--- src/rtl/pipeline_hazard_controller_pkg.sv ---
// Shared types and helpers for the pipeline hazard controller.
package pipeline_hazard_controller_pkg;

  typedef enum logic {
    HZ_RUN      = 1'b0,
    HZ_MEM_WAIT = 1'b1
  } hazard_state_t;

  localparam int PERF_CNT_W = 32;

  // Saturating increment so long-running counters stick at all-ones.
  function automatic logic [PERF_CNT_W-1:0] sat_inc(input logic [PERF_CNT_W-1:0] value);
    return (value == '1) ? value : value + PERF_CNT_W'(1);
  endfunction

endpackage

--- src/rtl/pipeline_hazard_controller_load_use_detector.sv ---
// Combinational load-use hazard detection between the ID-stage sources and a load in EX.
module load_use_detector (
  input  logic       id_ex_mem_re,
  input  logic [4:0] id_ex_rd,
  input  logic [4:0] id_rs1,
  input  logic [4:0] id_rs2,
  input  logic       id_uses_rs1,
  input  logic       id_uses_rs2,
  output logic       load_use
);

  logic rs1_hit;
  logic rs2_hit;

  assign rs1_hit  = id_uses_rs1 & (id_rs1 == id_ex_rd);
  assign rs2_hit  = id_uses_rs2 & (id_rs2 == id_ex_rd);
  // x0 is never a real dependency even when a load targets it.
  assign load_use = id_ex_mem_re & (id_ex_rd != 5'd0) & (rs1_hit | rs2_hit);

endmodule

--- src/rtl/pipeline_hazard_controller.sv ---
// Stage-enable, flush and redirect sequencing for the five-stage pipeline.
// Optional HAZARD_PERF_CNT_EN adds saturating stall/flush/load-use counters.
module pipeline_hazard_controller
  import pipeline_hazard_controller_pkg::*;
#(
  parameter int MEM_TIMEOUT = 16
) (
  input  logic       clk,
  input  logic       rst_n,
  input  logic [4:0] id_rs1,
  input  logic [4:0] id_rs2,
  input  logic       id_uses_rs1,
  input  logic       id_uses_rs2,
  input  logic       id_ex_mem_re,
  input  logic [4:0] id_ex_rd,
  input  logic       ex_redirect,
  input  logic       dmem_req,
  input  logic       dmem_ready,
  output logic       pc_we,
  output logic       if_id_we,
  output logic       id_ex_we,
  output logic       ex_mem_we,
  output logic       mem_wb_we,
  output logic       if_id_flush,
  output logic       id_ex_flush,
  output logic       pc_sel_target,
  output logic       mem_timeout,
  output logic       state_o
`ifdef HAZARD_PERF_CNT_EN
  ,
  output logic [31:0] perf_stall_cycles,
  output logic [31:0] perf_flushes,
  output logic [31:0] perf_load_use
`endif
);

  localparam int CNT_W = (MEM_TIMEOUT < 1) ? 1 : $clog2(MEM_TIMEOUT + 1);
  localparam logic [CNT_W-1:0] CNT_LAST = (MEM_TIMEOUT < 1) ? '0 : CNT_W'(MEM_TIMEOUT - 1);
  localparam bit TIMEOUT_EN = (MEM_TIMEOUT > 0);

  hazard_state_t    state;
  hazard_state_t    state_next;
  logic [CNT_W-1:0] wait_cnt;
  logic [CNT_W-1:0] wait_cnt_next;
  logic             redirect_pending;
  logic             pending_next;

  logic load_use;
  logic mem_stall;
  logic timeout_hit;
  logic release_now;
  logic run_eval;
  logic redir;

  load_use_detector u_load_use_detector (
    .id_ex_mem_re (id_ex_mem_re),
    .id_ex_rd     (id_ex_rd),
    .id_rs1       (id_rs1),
    .id_rs2       (id_rs2),
    .id_uses_rs1  (id_uses_rs1),
    .id_uses_rs2  (id_uses_rs2),
    .load_use     (load_use)
  );

  assign mem_stall   = dmem_req & ~dmem_ready;
  assign timeout_hit = TIMEOUT_EN && (wait_cnt == CNT_LAST);
  assign release_now = (state == HZ_MEM_WAIT) & (dmem_ready | timeout_hit);

  always_ff @(posedge clk) begin
    if (!rst_n) begin
      state            <= HZ_RUN;
      wait_cnt         <= '0;
      redirect_pending <= 1'b0;
    end else begin
      state            <= state_next;
      wait_cnt         <= wait_cnt_next;
      redirect_pending <= pending_next;
    end
  end

  always_comb begin
    state_next    = state;
    wait_cnt_next = wait_cnt;
    pending_next  = redirect_pending;
    run_eval      = 1'b0;
    redir         = 1'b0;
    mem_timeout   = 1'b0;
    pc_we         = 1'b0;
    if_id_we      = 1'b0;
    id_ex_we      = 1'b0;
    ex_mem_we     = 1'b0;
    mem_wb_we     = 1'b0;
    if_id_flush   = 1'b0;
    id_ex_flush   = 1'b0;
    pc_sel_target = 1'b0;
    state_o       = state;

    case (state)
      HZ_RUN: begin
        if (mem_stall) begin
          pending_next  = ex_redirect;
          wait_cnt_next = '0;
          state_next    = HZ_MEM_WAIT;
        end else begin
          run_eval = 1'b1;
          redir    = ex_redirect;
        end
      end
      HZ_MEM_WAIT: begin
        if (release_now) begin
          run_eval     = 1'b1;
          redir        = redirect_pending;
          pending_next = 1'b0;
          state_next   = HZ_RUN;
          mem_timeout  = timeout_hit & ~dmem_ready;
        end else if (wait_cnt != '1) begin
          wait_cnt_next = wait_cnt + CNT_W'(1);
        end
      end
      default: state_next = HZ_RUN;
    endcase

    // A redirect squashes the ID instruction, so it outranks the load-use bubble.
    if (run_eval) begin
      if (redir) begin
        {pc_we, if_id_we, id_ex_we, ex_mem_we, mem_wb_we} = 5'b11111;
        if_id_flush   = 1'b1;
        id_ex_flush   = 1'b1;
        pc_sel_target = 1'b1;
      end else if (load_use) begin
        {pc_we, if_id_we, id_ex_we, ex_mem_we, mem_wb_we} = 5'b00111;
        id_ex_flush = 1'b1;
      end else begin
        {pc_we, if_id_we, id_ex_we, ex_mem_we, mem_wb_we} = 5'b11111;
      end
    end

    if (!rst_n) begin
      {pc_we, if_id_we, id_ex_we, ex_mem_we, mem_wb_we} = 5'b00000;
      if_id_flush   = 1'b1;
      id_ex_flush   = 1'b1;
      pc_sel_target = 1'b0;
      mem_timeout   = 1'b0;
      state_o       = 1'b0;
    end
  end

`ifdef HAZARD_PERF_CNT_EN
  logic bubble;
  logic hold_cycle;

  assign bubble     = run_eval & ~redir & load_use;
  assign hold_cycle = (state == HZ_MEM_WAIT) & ~release_now;

  always_ff @(posedge clk) begin
    if (!rst_n) begin
      perf_stall_cycles <= '0;
      perf_flushes      <= '0;
      perf_load_use     <= '0;
    end else begin
      if (bubble | hold_cycle) perf_stall_cycles <= sat_inc(perf_stall_cycles);
      if (pc_sel_target)       perf_flushes      <= sat_inc(perf_flushes);
      if (bubble)              perf_load_use     <= sat_inc(perf_load_use);
    end
  end
`endif

endmodule

--- config.mk ---
export PLATFORM = sky130hd
export DESIGN_NAME = pipeline_hazard_controller
export DESIGN_NICKNAME = d
export VERILOG_FILES = /design/src/rtl/pipeline_hazard_controller_pkg.sv /design/src/rtl/pipeline_hazard_controller_load_use_detector.sv /design/src/rtl/pipeline_hazard_controller.sv
export SDC_FILE = /design/constraint.sdc
export NUM_CORES = 1
export LEC_CHECK = 0
export ABC_AREA = 1
export BUFFER_PORTS_ARGS = -buffer_cell sky130_fd_sc_hd__buf_2
export CAP_MARGIN = 20
export CELL_PAD_IN_SITES_DETAIL_PLACEMENT = 1
export CELL_PAD_IN_SITES_GLOBAL_PLACEMENT = 2
export CORE_MARGIN = 2
export CORE_UTILIZATION = 21
export DETAILED_ROUTE_END_ITERATION = 10
export PLACE_DENSITY_LB_ADDON = 0.1
export SETUP_SLACK_MARGIN = 0.2
export SLEW_MARGIN = 20
export SYNTH_ARGS = -nofsm -noshare
export SYNTH_HDL_FRONTEND = slang
export SYNTH_SLANG_ARGS = --single-unit
export TNS_END_PERCENT = 30
--- constraint.sdc ---
create_clock -name clk -period 2.4 [get_ports clk]
set_input_delay 0.48 -clock clk [delete_from_list [all_inputs] [get_ports clk]]
set_output_delay 0.48 -clock clk [all_outputs]
set_load 0.05 [all_outputs]
=== After elaboration in Yosys (flattened, before gate mapping) ===
Index checks and enable logic that the tools add are counted.

* Input bits: 23
* Output and inout port bits: 10
* Bits in registers: 7

* Equal/unequal tests: 8
* $add $sub $neg: 1
* Bitwise gates (word level): 11
* Reductions and logical operators: 3
* Multiplexer cells: 34

{| class="wikitable"
|+ Operators by type and width
! kind !! count
|-
| $mux W1 || 26
|-
| $mux W5 || 3
|-
| $eq A5 B5 Y1 || 2
|-
| $pmux W5 S2 || 1
|-
| $pmux W1 S2 || 4
|-
| $and A1 B1 Y1 || 7
|-
| $add A5 B1 Y5 const B || 1
|-
| $eq A5 B4 Y1 const B || 1
|-
| $ne A5 B5 Y1 const B || 1
|-
| $reduce_bool A5 Y1 || 1
|-
| $ne A2 B1 Y1 const B || 2
|-
| $ne A2 B2 Y1 const B || 2
|-
| $reduce_and A3 Y1 || 1
|-
| $not A1 Y1 || 2
|-
| $or A1 B1 Y1 || 2
|-
| $reduce_and A2 Y1 || 1
|}

=== Logic depth before layout (Yosys ltp) ===
Gate-level depths: netlist of run 1.

* Depth in word-level cells: 8
* Gate-level depth with buffers: 11
* Gate-level depth less buffers: 11

=== By module ===
Synthesis of run 1 repeated with hierarchy kept, for this count alone.

* Cells, all modules: 135
* Area total of the unflattened synthesis: 716.9 um2

{| class="wikitable"
|+ Modules (own cells, without submodules)
! module !! area an instance (um2) !! seq. area each (um2) !! cells an instance !! times used
|-
| pipeline_hazard_controller || 500.5 || 140.1 || 80 || 1
|-
| load_use_detector || 216.5 || 0.0 || 55 || 1
|}

=== Least setup slack after synthesis of run 1 ===
OpenSTA, ideal clock, no wires.

* Path type: register to output
* From: register wait_cnt[0]
* To: output pc_we
* Buffers on the path: 1
* Path slack: -0.708 ns
* Cell stages (with the launch flop): 12
* Data required time: 1.920 ns
* Data arrival time: 2.628 ns
* Path through: dfxtp_1 -> ha_1 -> nand2_1 -> nor2_1 -> ha_1 -> o21ai_2 -> nand2_4 -> inv_1 -> nor2_1 -> nand2_1 -> nand2_1 -> buf_4

* Word-level cells in the longest chain between the ends: 8
* Elaborated cells on any way between the ends: 10
* Those cells by class: eq/ne: 1; mux: 7; bitwise: 2

{| class="wikitable"
|+ RTL lines
! what !! line !! source
|-
| from (decl) || pipeline_hazard_controller.sv:43 || <nowiki>logic [CNT_W-1:0] wait_cnt;</nowiki>
|-
| from (signal assigned) || pipeline_hazard_controller.sv:76 || <nowiki>wait_cnt <= wait_cnt_next;</nowiki>
|-
| $eq A5 B4 Y1 (*) || pipeline_hazard_controller.sv:66 || <nowiki>assign timeout_hit = TIMEOUT_EN && (wait_cnt == CNT_LAST);</nowiki>
|-
| $or A1 B1 Y1 (*) || pipeline_hazard_controller.sv:67 || <nowiki>assign release_now = (state == HZ_MEM_WAIT) & (dmem_ready | timeout_hit);</nowiki>
|-
| $and A1 B1 Y1 (*) || pipeline_hazard_controller.sv:67 ||
|-
| $mux W1 || pipeline_hazard_controller.sv:110 || <nowiki>if (release_now) begin</nowiki>
|-
| $pmux W1 S2 || pipeline_hazard_controller.sv:98 || <nowiki>case (state)</nowiki>
|-
| $mux W1 || -- ||
|-
| $mux W1 (*) (2 in a row) || -- ||
|-
| to (decl) || pipeline_hazard_controller.sv:19 || <nowiki>output logic pc_we,</nowiki>
|}

Every way passes the cells marked *; elsewhere a longest branch is shown, timed or not.

=== Worst setup path in the final report of run 1 ===
* From: register wait_cnt[0]
* To: output id_ex_flush

* Word-level cells in the longest chain between the ends: 8
* Elaborated cells on any way between the ends: 10
* Those cells by class: eq/ne: 1; mux: 7; bitwise: 2

{| class="wikitable"
|+ RTL lines
! what !! line !! source
|-
| $eq A5 B4 Y1 (*) || pipeline_hazard_controller.sv:66 ||
|-
| $or A1 B1 Y1 (*) || pipeline_hazard_controller.sv:67 ||
|-
| $and A1 B1 Y1 (*) || pipeline_hazard_controller.sv:67 ||
|-
| $mux W1 || pipeline_hazard_controller.sv:110 ||
|-
| $pmux W1 S2 || pipeline_hazard_controller.sv:98 ||
|-
| $mux W1 || pipeline_hazard_controller.sv:125 || <nowiki>if (redir) begin</nowiki>
|-
| $mux W1 (*) || pipeline_hazard_controller.sv:124 || <nowiki>if (run_eval) begin</nowiki>
|-
| $mux W1 (*) || pipeline_hazard_controller.sv:138 || <nowiki>if (!rst_n) begin</nowiki>
|-
| to (decl) || pipeline_hazard_controller.sv:25 || <nowiki>output logic id_ex_flush,</nowiki>
|}

Marks and branches as above.

==> results by group, run 1 <==
GRT
  • GR Util All Layers: 0.114
  • Vias in the first global route: 818
  • Met3 Use GR: 0.00621
  • Most used routing layer in global routing: met2
  • Largest net degree at the start of global routing: 7
  • Congestion Overflow GR: 0
  • Met1 usage: 0.145
  • First-pass GRT wire length: about 3.3 mm
  • Grt met2 use: 0.205
  • Initial antenna violation count: 0

Route
  • Wirelength per Cell: approximately 9 um
  • Remaining DRCs: 0
  • DR vias/cell: 3.92
  • Vias: between 800 and 900
  • Drt total wl: 1.98 mm
  • Post-route ant nets: 0
  • Drt first pass iters: 2
  • DRT iter0 DRCs: 15

Cells and area
  • Antenna Cells: 0
  • Layout Nets: about 200
  • Area delta synth->final: 55.8%
  • Layout cells sized above 1: 0.378
  • Layout Utilization: 0.334

Worst setup path
  • CP max-delay cell: dfxtp_2
  • Critical Setup Path Class: register to output pin
  • Critical path arrival: 1.71 ns
  • Top cell by count, worst path: ha_4
  • Bufs and invs on worst path: 1
  • R2R setup slack: 0.27 ns
  • Crit-path max FO: 3
  • Top delay family on crit path: flip-flops
  • Cell Chain, Critical Path: ha_4 -> nand2_4 -> nor2_4 -> ha_4 -> o21ai_4 -> o22ai_2 -> nor2_2 -> nand2_1 -> buf_4
  • Crit path largest cell delay: approximately 0.34 ns
  • Crit path capture type: output pin
  • Required @ worst endpoint: between 1.5 and 2 ns
  • Crit start category: register

Pwr
  • Worst vdd ir: 0.0821 mV
  • LEAKAGE: between 0.6 and 0.7 nW
  • Power Density: approximately 380 nW/um^2

Status
  • Status: complete, no violations

Yosys
  • Yosys warns: 0
  • Post-synthesis cell area: between 700 and 800 um^2
  • Register area share after synthesis: 0.199
  • Mean Syn Cell Area: 5.42 um^2
  • Syn_nets: about 160
  • Synth Register Bits: 7
  • Post-Syn Instances: 130
  • Library cells used by synthesis: 17

Timing
  • Setup violations, final: 0
  • RSZ-0062 raised after global routing: yes
  • Slew at the pin closest to its max-slew limit: ~0.27 ns
  • Clock Skew: roughly 0.0032 ns
  • Crit path time final: between 2 and 2.5 ns
  • Relative slew slack: 0.822
  • F_max: between 400 and 500 MHz
  • Fin. Hold Viols: 0
  • Pins Over Slew Limit: 0
  • Final period util: 0.913
  • TNS Setup: 0 ns

CTS
  • Clock latency on the worst-skew pair: approximately 0.25 ns
  • Clock sink count: 7
  • CTS Root Cell: clkbuf_4
  • # hold bufs at CTS: 0
  • CTS tree: built
  • Clock-pin slew on the worst setup and hold paths: approximately 0.06 ns
  • Htree depth: 1
  • CTS Buf Count: 3
  • CTS max path bufs: 2

Placed design
  • HPWL after DPL: 1.69 mm
  • Number of port buffers: 32
  • Final GP Congestion: between 0.6 and 0.7

Die
  • Die Width: between 60 and 70 um
  • Die Y: approximately 62 um
  • Initial Util: 0.214
  • Core Region: around 3300 um^2
  • FP Rows: 21
  • IO Pins: 33
  • Die ar.: roughly 3800 um^2

Min path
  • Hold/Removal Path Class: register to register

Run
  • Max-Cap Viols: 0
state kept, by name, summed over array words and instances, names as in the netlist:
register,count
redirect_pending,1
state,1
wait_cnt,5
repair_timing:
item                                    in CTS  in global routing
setup buffers                                8                  1
gates resized for setup                     13                  1
pin swaps                                    4                  0
endpoints found under the setup margin       8                 13
cells in the mapped netlist:
cell / n / share of area
nand2_1: 48 / 0.26
inv_1: 27 / 0.14
nor2_1: 19 / 0.10
dfxtp_1: 7 / 0.20
nand3_1: 6 / 0.043
a21oi_1: 5 / 0.036
buf_4: 3 / 0.032
ha_1: 3 / 0.053
inv_2: 2 / 0.011
nand2_4: 2 / 0.032
o21ai_2: 2 / 0.025
nand2_2: 1 / 0.0089
nand4_1: 1 / 0.0089
nor2_8: 1 / 0.028
o21ai_0: 1 / 0.0071
o21ai_1: 1 / 0.0071
o22ai_1: 1 / 0.0089
per-stage QoR:
stage | cell area [um^2] | cells | total power (W) | hold WS (ns) | setup slack [ns]
after floorplan | 759 | 130 | 0.000248 | 0.456 | 0.0587
after global placement | 947 | 205 | 0.000286 | 0.473 | 0.288
after detailed placement | 947 | 205 | 0.000287 | 0.488 | 0.261
after CTS | 1090 | 217 | 0.000430 | 0.497 | 0.195
after global routing | 1100 | 218 | 0.000455 | 0.526 | 0.120
final | 1100 | 218 | 0.000420 | 0.492 | 0.208
worst reg2reg max path, cell delays in order, from the launching register on:
cell     delay (ns)
dfxtp_2        0.34
ha_4           0.16
nand2_4        0.07
nor2_4         0.04
ha_4           0.17
o21ai_4        0.18
nand2_4        0.08
buf_4          0.13
buf_4          0.12
buf_4          0.12
buf_4          0.12
buf_4          0.14
nor2_8         0.13
inv_2          0.07
o21ai_1        0.12
nor2_1         0.05
logic make-up after synthesis:
kind of cell	Yosys count	synth area share
adders and majority gates	3	0.0533
and+or+nand+nor	78	0.478
AOI/OAI and AO/OA	10	0.0835
DFF	7	0.199
buffers and inverters	32	0.187
cells in the final DEF, fill, tap and decap left out:
| cell type | instances |
|---|---|
| nand2_1 | 44 |
| buf_2 | 28 |
| inv_1 | 26 |
| nor2_1 | 16 |
| buf_4 | 11 |
| nand3_1 | 6 |
| a21oi_1 | 5 |
| dfxtp_1 | 5 |
| nand2_4 | 4 |
| inv_2 | 3 |
| nand2_2 | 3 |
| clkbuf_4 | 3 |
| nor2_4 | 2 |
| ha_4 | 2 |
| buf_8 | 2 |
| dfxtp_2 | 2 |
| o21ai_4 | 1 |
| o22ai_2 | 1 |
| o21ai_2 | 1 |
| nand4_1 | 1 |
| o21ai_0 | 1 |
| nor2_2 | 1 |
| nor2_8 | 1 |
| o21ai_1 | 1 |
| ha_1 | 1 |
| clkbuf_1 | 1 |
power by group:
| group | switching (W) | total (W) | internal [W] |
|---|---|---|---|
| clock | 0.0000454 | 0.000109 | 0.0000636 |
| combinational | 0.000115 | 0.000186 | 0.0000709 |
| sequential | 0.00000491 | 0.000125 | 0.000120 |
| total | 0.000165 | 0.000420 | 0.000255 |
final timing paths:
path                    startpoint          endpoint  depth (start not counted)
hold / removal    redirect_pending  redirect_pending                          2
setup reg to reg       wait_cnt[0]       wait_cnt[2]                         15
setup / recovery       wait_cnt[0]       id_ex_flush                          9
hold reg to reg   redirect_pending  redirect_pending                          2
layer usage:
layer | vias to the layer above | share of wire
met5 | - | 0
met4 | 0 | 0.0061
met3 | 2 | 0.034
met2 | 20 | 0.50
met1 | 364 | 0.45
li1 | 468 | -
layout make-up:
cell class / instances / area, um^2
Inverter: 29 / 109
Fill cell: 456 / 2190
Clock buffer: 4 / 26.3
Multi-Input combinational cell: 91 / 509
Timing Repair Buffer: 41 / 253
Sequential cell: 7 / 143
Tap cell: 46 / 57.6
No activity file was read; power rests on OpenSTA's default activity.
==> run 2: changes to the inputs <==
--- a/config.mk
+++ b/config.mk
@@ -6,12 +6,14 @@
 export NUM_CORES = 1
 export LEC_CHECK = 0
 export ABC_AREA = 1
-export BUFFER_PORTS_ARGS = -buffer_cell sky130_fd_sc_hd__buf_2
+export BUFFER_PORTS_ARGS = -buffer_cell sky130_fd_sc_hd__buf_4
 export CAP_MARGIN = 20
 export CELL_PAD_IN_SITES_DETAIL_PLACEMENT = 1
 export CELL_PAD_IN_SITES_GLOBAL_PLACEMENT = 2
 export CORE_MARGIN = 2
-export CORE_UTILIZATION = 21
+export CORE_UTILIZATION = 22
+export CTS_BUF_LIST = sky130_fd_sc_hd__clkbuf_4
+export CTS_CLUSTER_DIAMETER = 150
 export DETAILED_ROUTE_END_ITERATION = 10
 export PLACE_DENSITY_LB_ADDON = 0.1
 export SETUP_SLACK_MARGIN = 0.2
==> run 2 against run 1 <==
  * Fmax shrank 0.55%
  * Global-route usage grew 0.31 points
  * Power grew 4.9%
  * Critical endpoint is now pc_we
  * Highest routed layer unchanged
==> results by group, run 2 (synthesis gave the netlist of run 1 again) <==
Cells and area
  • Fillers: 431 (-5.5%)
  • Antenna Cells: 0 (unchanged)
  • Layout Nets: 195 (-2.0%)
  • Largest register FFs: 5 (unchanged)
  • Most flops, register: wait_cnt
  • Commonest non-fill, non-tap cells in the layout: nand2_1 (45), buf_4 (33), inv_1 (26)
  • Top flop regs: wait_cnt x5, redirect_pending x1, state x1
  • Leading cell type in the layout, fill and taps excluded: nand2_1
  • Area delta synth->final: 62.7%
  • Layout cells sized above 1: 0.363 (-0.0148)

Min path
  • Hold depth: 2 (unchanged)
  • Hold/Removal Path Class: register to register

Timing
  • Pins Over Slew Limit: 0 (unchanged)
  • RSZ-0062 raised after global routing: yes
  • Crit path time final: 2.20 ns (+0.0122 ns)
  • Slew at the pin closest to its max-slew limit: 0.282 ns (+0.0145 ns)
  • Setup violations, final: 0 (unchanged)
  • Fin. Hold Viols: 0 (unchanged)
  • Final period util: 0.918 (+0.00507)
  • Clock Skew: 0.00144 ns (-0.00175 ns)
  • Relative slew slack: 0.812 (-0.00966)
  • TNS Setup: 0 ns (unchanged)
  • F_max: 454 MHz (-0.55%)
  • Worst hold margin: 0.487 ns (-0.00448 ns)

Status
  • Status: complete, no violations

Placed design
  • Number of port buffers: 32 (unchanged)
  • Final GP Congestion: 0.734 (+8.3%)
  • HPWL after DPL: 1.67 mm (-1.1%)

CTS
  • Clock sink count: 7 (unchanged)
  • Clock latency on the worst-skew pair: 0.25 ns (about the same)
  • CTS tree: built
  • CTS Root Cell: clkbuf_4
  • Clock-pin slew on the worst setup and hold paths: 0.05 ns (about the same)
  • CTS max path bufs: 2 (unchanged)
  • CTS Buf Count: 3 (unchanged)
  • Htree depth: 1 (unchanged)
  • # hold bufs at CTS: 0 (unchanged)

Route
  • Met2 WL: 1.09 mm (+9.0%)
  • Met1 Wirelength: 777 um (-14%)
  • Top routing layer used: met4
  • Drt total wl: 1.99 mm (+0.66%)
  • Post-route ant nets: 0 (unchanged)
  • DR vias/cell: 4.03 (+3.0%)
  • Vias: 855 (+0.12%)
  • DRT iter0 DRCs: 25 (+10)
  • Wirelength per Cell: 9.38 um (+3.5%)
  • WL met3: 74 um (+8.8%)
  • Drt first pass iters: 4 (+2)
  • Remaining DRCs: 0 (unchanged)

Worst setup path
  • Crit path launch: wait_cnt[0]
  • Worst r2r src: wait_cnt[0]
  • Critical path arrival: 1.72 ns (about the same)
  • Crit path capture: pc_we
  • Crit start category: register
  • Critical Setup Path Class: register to output pin
  • Worst path depth: 11 (+2)
  • Bufs and invs on worst path: 2 (+1)
  • Top delay family on crit path: simple AND/OR/NAND/NOR gates
  • R2R setup slack: 0.71 ns (+0.44 ns)
  • CP max-delay cell: dfxtp_4
  • Top cell by count, worst path: nand2_4
  • Crit path largest cell delay: 0.35 ns (about the same)
  • Crit path capture type: output pin
  • Length in cells of the worst reg-to-reg path: 11 (-4)
  • End of the worst register-to-register path: wait_cnt[2]
  • Cell Chain, Critical Path: ha_4 -> nand2_4 -> nor2_4 -> ha_4 -> o21ai_4 -> nand2_4 -> inv_2 -> nor2_4 -> nand2_2 -> nand2_4 -> buf_8
  • Required @ worst endpoint: 1.92 ns (about the same)
  • Crit-path max FO: 4 (+1)

Die
  • Die ar.: 3670 um^2 (-4.3%)
  • FP Rows: 20 (-4.8%)
  • Core Region: 3050 um^2 (-7.0%)
  • Die Width: 60.6 um (-2.1%)
  • Initial Util: 0.231 (+0.0163)
  • Die Y: 60.6 um (-2.1%)
  • IO Pins: 33 (unchanged)

GRT
  • Congestion Overflow GR: 0 (unchanged)
  • Largest net degree at the start of global routing: 7 (unchanged)
  • First-pass GRT wire length: 3.16 mm (-5.0%)
  • Initial antenna violation count: 0 (unchanged)
  • Vias in the first global route: 806 (-1.5%)
  • GR Util All Layers: 0.117 (+0.00313)

Pwr
  • Power Density: 385 nW/um^2 (+0.46%)
  • LEAKAGE: 0.652 nW (+1.7%)
  • Worst vdd ir: 0.103 mV (+25%)

Run
  • Max-Cap Viols: 0 (unchanged)
-- run 2: cell type report --
| cell class | count | area [um^2] | share of cell area |
|---|---|---|---|
| clock buffers | 4 | 30.0 | 0.0262 |
| inverters | 29 | 109 | 0.0950 |
| multi-input cells | 91 | 507 | 0.442 |
| flip-flops and latches | 7 | 145 | 0.127 |
| well taps | 44 | 55.1 | 0.0480 |
| repair buffers | 37 | 300 | 0.262 |
-- run 2: metrics by stage --
| stage | total power, W | utilization | setup slack [ns] | area (um^2) | instances |
|---|---|---|---|---|---|
| after detailed placement | 0.000306 | 0.336 | 0.291 | 1020 | 203 |
| after floorplan | 0.000248 | - | 0.0587 | 759 | 130 |
| after global routing | 0.000476 | 0.375 | 0.0969 | 1150 | 212 |
| final | 0.000441 | 0.375 | 0.196 | 1150 | 212 |
| after global placement | 0.000305 | 0.336 | 0.334 | 1020 | 203 |
| after CTS | 0.000448 | 0.370 | 0.165 | 1130 | 210 |
-- run 2: worst min path at each step --
| stage | from | to | slack [ns] |
|---|---|---|---|
| floorplan | wait_cnt[4] | wait_cnt[4] | 0.46 |
| global placement | wait_cnt[4] | wait_cnt[4] | 0.47 |
| detailed placement | redirect_pending | redirect_pending | 0.48 |
| CTS | redirect_pending | redirect_pending | 0.49 |
| global route | rst_n | wait_cnt[0] | 0.53 |
| finish | redirect_pending | redirect_pending | 0.49 |
-- run 2: layer usage --
metal / up-vias / global-route usage
met4: 0 / 0.0745
met1: 374 / 0.121
met5: - / 0
met2: 18 / 0.221
met3: 4 / 0.0128
li1: 459 / -
-- run 2: worst min-delay path: cells and delay by family (launching register included) --
kind | cells | cell delay, ns
AOI/OAI and AO/OA | 1 | 0.06
DFF | 1 | 0.31
and+or+nand+nor | 1 | 0.07
-- run 2: timing repair --
action	4_1_cts	5_1_grt
endpoints found under the setup margin	8	8
pin swaps	9	1
gates resized for setup	11	1
buffers inserted	3	2
endpoints found under the hold margin	0	0
-- run 2: power by group --
group | internal, W | switching (W)
Clock | 0.0000749 | 0.0000453
Combinational | 0.0000793 | 0.000116
Sequential | 0.000120 | 0.00000480
Total | 0.000274 | 0.000166
==> run 3: changes to the inputs <==
--- a/config.mk
+++ b/config.mk
@@ -11,8 +11,7 @@
 export CELL_PAD_IN_SITES_DETAIL_PLACEMENT = 1
 export CELL_PAD_IN_SITES_GLOBAL_PLACEMENT = 2
 export CORE_MARGIN = 2
-export CORE_UTILIZATION = 22
-export CTS_BUF_LIST = sky130_fd_sc_hd__clkbuf_4
+export CORE_UTILIZATION = 21
 export CTS_CLUSTER_DIAMETER = 150
 export DETAILED_ROUTE_END_ITERATION = 10
 export PLACE_DENSITY_LB_ADDON = 0.1
==> run 3 against run 2 <==
  * Hold slack worse by 0.0057 ns
  * Flip-flop and latch count stayed put
  * First-iteration DRC count increased by 20%
  * Highest routed layer is now met3
==> results by group, run 3 (synthesis gave the netlist of run 1 again) <==
Worst setup path
  • Required @ worst endpoint: 1.92 ns (about the same)
  • Critical path arrival: 1.70 ns (-0.02 ns)
  • Critical Setup Path Class: register to output pin
  • Crit start category: register
  • Crit path capture type: output pin
  • Crit-path max FO: 3 (-1)

Timing
  • Setup violations, final: 0 (unchanged)
  • Relative slew slack: 0.826 (+0.0145)
  • Fin. Hold Viols: 0 (unchanged)
  • Pins Over Slew Limit: 0 (unchanged)
  • RSZ-0062 raised after global routing: yes
  • F_max: 459 MHz (+1.2%)
  • Final period util: 0.908 (-0.0108)
  • Crit path time final: 2.18 ns (-0.0258 ns)
  • TNS Setup: 0 ns (unchanged)
  • Slew at the pin closest to its max-slew limit: 0.260 ns (-0.0218 ns)
  • Clock Skew: 0.00398 ns (+0.00254 ns)

Placed design
  • Inst Count DP: 205 (+0.99%)
  • HPWL after DPL: 1.67 mm (-0.18%)
  • Final GP Congestion: 0.686 (-6.4%)
  • DP Area: 1030 um^2 (+0.24%)
  • Number of port buffers: 32 (unchanged)

Min path
  • Hold/Removal Path Class: register to register

Cells and area
  • Top flop regs: wait_cnt x5, redirect_pending x1, state x1
  • Fillers: 421 (-2.3%)
  • Final Cell Area: 1140 um^2 (-0.44%)
  • Post-Layout Cell Count: 214 (+0.94%)
  • Largest register FFs: 5 (unchanged)
  • Area delta synth->final: 62.0%
  • Commonest non-fill, non-tap cells in the layout: nand2_1 (44), buf_4 (34), inv_1 (26)
  • Layout Nets: 195 (unchanged)
  • Most flops, register: wait_cnt
  • Layout cells sized above 1: 0.363 (unchanged)
  • Antenna Cells: 0 (unchanged)
  • Leading cell type in the layout, fill and taps excluded: nand2_1

Die
  • Core Region: 3280 um^2 (+7.6%)
  • FP Rows: 21 (+5.0%)
  • Die Width: 61.9 um (+2.2%)
  • Die Y: 61.9 um (+2.2%)
  • Initial Util: 0.214 (-0.0163)
  • IO Pins: 33 (unchanged)
  • Die ar.: 3830 um^2 (+4.4%)

Pwr
  • Internal Power: 0.000263 W (-4.3%)
  • Comb pwr share: 0.449 (+0.005)
  • Clock power frac: 0.259 (-0.014)
  • Worst vdd ir: 0.0821 mV (-20%)
  • LEAKAGE: 0.647 nW (-0.75%)
  • Power, Total: 0.000428 W (-2.9%)
  • Power Density: 375 nW/um^2 (-2.5%)
  • Flop pwr share: 0.292 (+0.009)
  • Net Sw Power: 0.000165 W (-0.75%)
  • Switching Fraction: 0.386 (+0.00854)

CTS
  • CTS tree: built
  • Htree depth: 1 (unchanged)
  • Clock sink count: 7 (unchanged)
  • Clock latency on the worst-skew pair: 0.25 ns (about the same)
  • Clock-pin slew on the worst setup and hold paths: 0.06 ns (about the same)
  • # hold bufs at CTS: 0 (unchanged)
  • CTS max path bufs: 2 (unchanged)
  • CTS Buf Count: 3 (unchanged)
  • CTS Root Cell: clkbuf_4

Run
  • Max-Cap Viols: 0 (unchanged)

GRT
  • First-pass GRT wire length: 3.26 mm (+3.3%)
  • Initial antenna violation count: 0 (unchanged)
  • GR Util All Layers: 0.112 (-0.00506)
  • Congestion Overflow GR: 0 (unchanged)
  • Largest net degree at the start of global routing: 7 (unchanged)
  • Vias in the first global route: 831 (+3.1%)

Route
  • Drt total wl: 1.92 mm (-3.3%)
  • Remaining DRCs: 0 (unchanged)
  • DRT iter0 DRCs: 30 (+20%)
  • Drt first pass iters: 4 (unchanged)
  • Wirelength per Cell: 8.99 um (-4.2%)
  • DR vias/cell: 3.95 (-2.0%)
  • Post-route ant nets: 0 (unchanged)
  • Vias: 846 (-1.1%)

Status
  • Status: complete, no violations
==> run 3: cell counts in the layout (fill, tap and decap cells not counted) <==
No cell type changed its count.
==> run 3: per-stage QoR <==
step                      hold WS [ns]  worst slack [ns]  utilization
after global placement           0.472             0.338        0.313
after detailed placement         0.475             0.296        0.313
after CTS                        0.484             0.178        0.346
after global routing             0.531             0.126        0.347
final                            0.482             0.222        0.347
after floorplan                  0.456            0.0587            -
==> run 3: routing by layer <==
metal | GRT usage | up-vias | part of all wire
met5 | 0 | - | 0
li1 | - | 454 | -
met1 | 0.132 | 372 | 0.42
met4 | 0.0365 | 0 | 0
met3 | 0.00621 | 0 | 0.042
met2 | 0.214 | 20 | 0.53
==> run 3: path summary, 6_finish.rpt <==
| check | slack [ns] | end | startpoint | depth (start not counted) |
|---|---|---|---|---|
| setup / recovery | 0.22 | id_ex_flush | wait_cnt[0] | 10 |
| hold / removal | 0.48 | wait_cnt[4] | wait_cnt[4] | 2 |
| hold reg to reg | 0.48 | wait_cnt[4] | wait_cnt[4] | 2 |
| setup reg to reg | 0.60 | wait_cnt[2] | wait_cnt[0] | 12 |
==> run 3: what timing repair did <==
item	in CTS	in global routing
buffers inserted	5	0
pin swaps	4	2
gates resized for setup	9	2
endpoints found under the setup margin	8	8
==> run 3: area by class of cell <==
cell class,count,area [um^2],area share
timing repair buffer,37,297,0.260
multi-input combinational,91,509,0.446
clock buffer,4,26.3,0.0230
inverter,29,109,0.0954
sequential,7,143,0.125
tap,46,57.6,0.0504
==> run 3: power by group through the flow <==
stage	Sequential [W]	Combinational, W	Clock [W]
4_1_cts	0.000125	0.000194	0.000116
5_1_grt	0.000125	0.000211	0.000119
3_3_place_gp	0.000128	0.000176	0
2_1_floorplan	0.000127	0.000121	0
6_report	0.000125	0.000192	0.000111
3_5_place_dp	0.000128	0.000177	0
==> run 3: worst max-delay path, cell delays in order (launching register included) <==
cell and delay [ns]:
dfxtp_2 0.33, ha_4 0.16, nand2_4 0.07, nor2_4 0.04, ha_4 0.16, o21ai_4 0.18, nand2_4 0.07, buf_4 0.13
nand3_1 0.07, nand2_1 0.06, buf_6 0.15
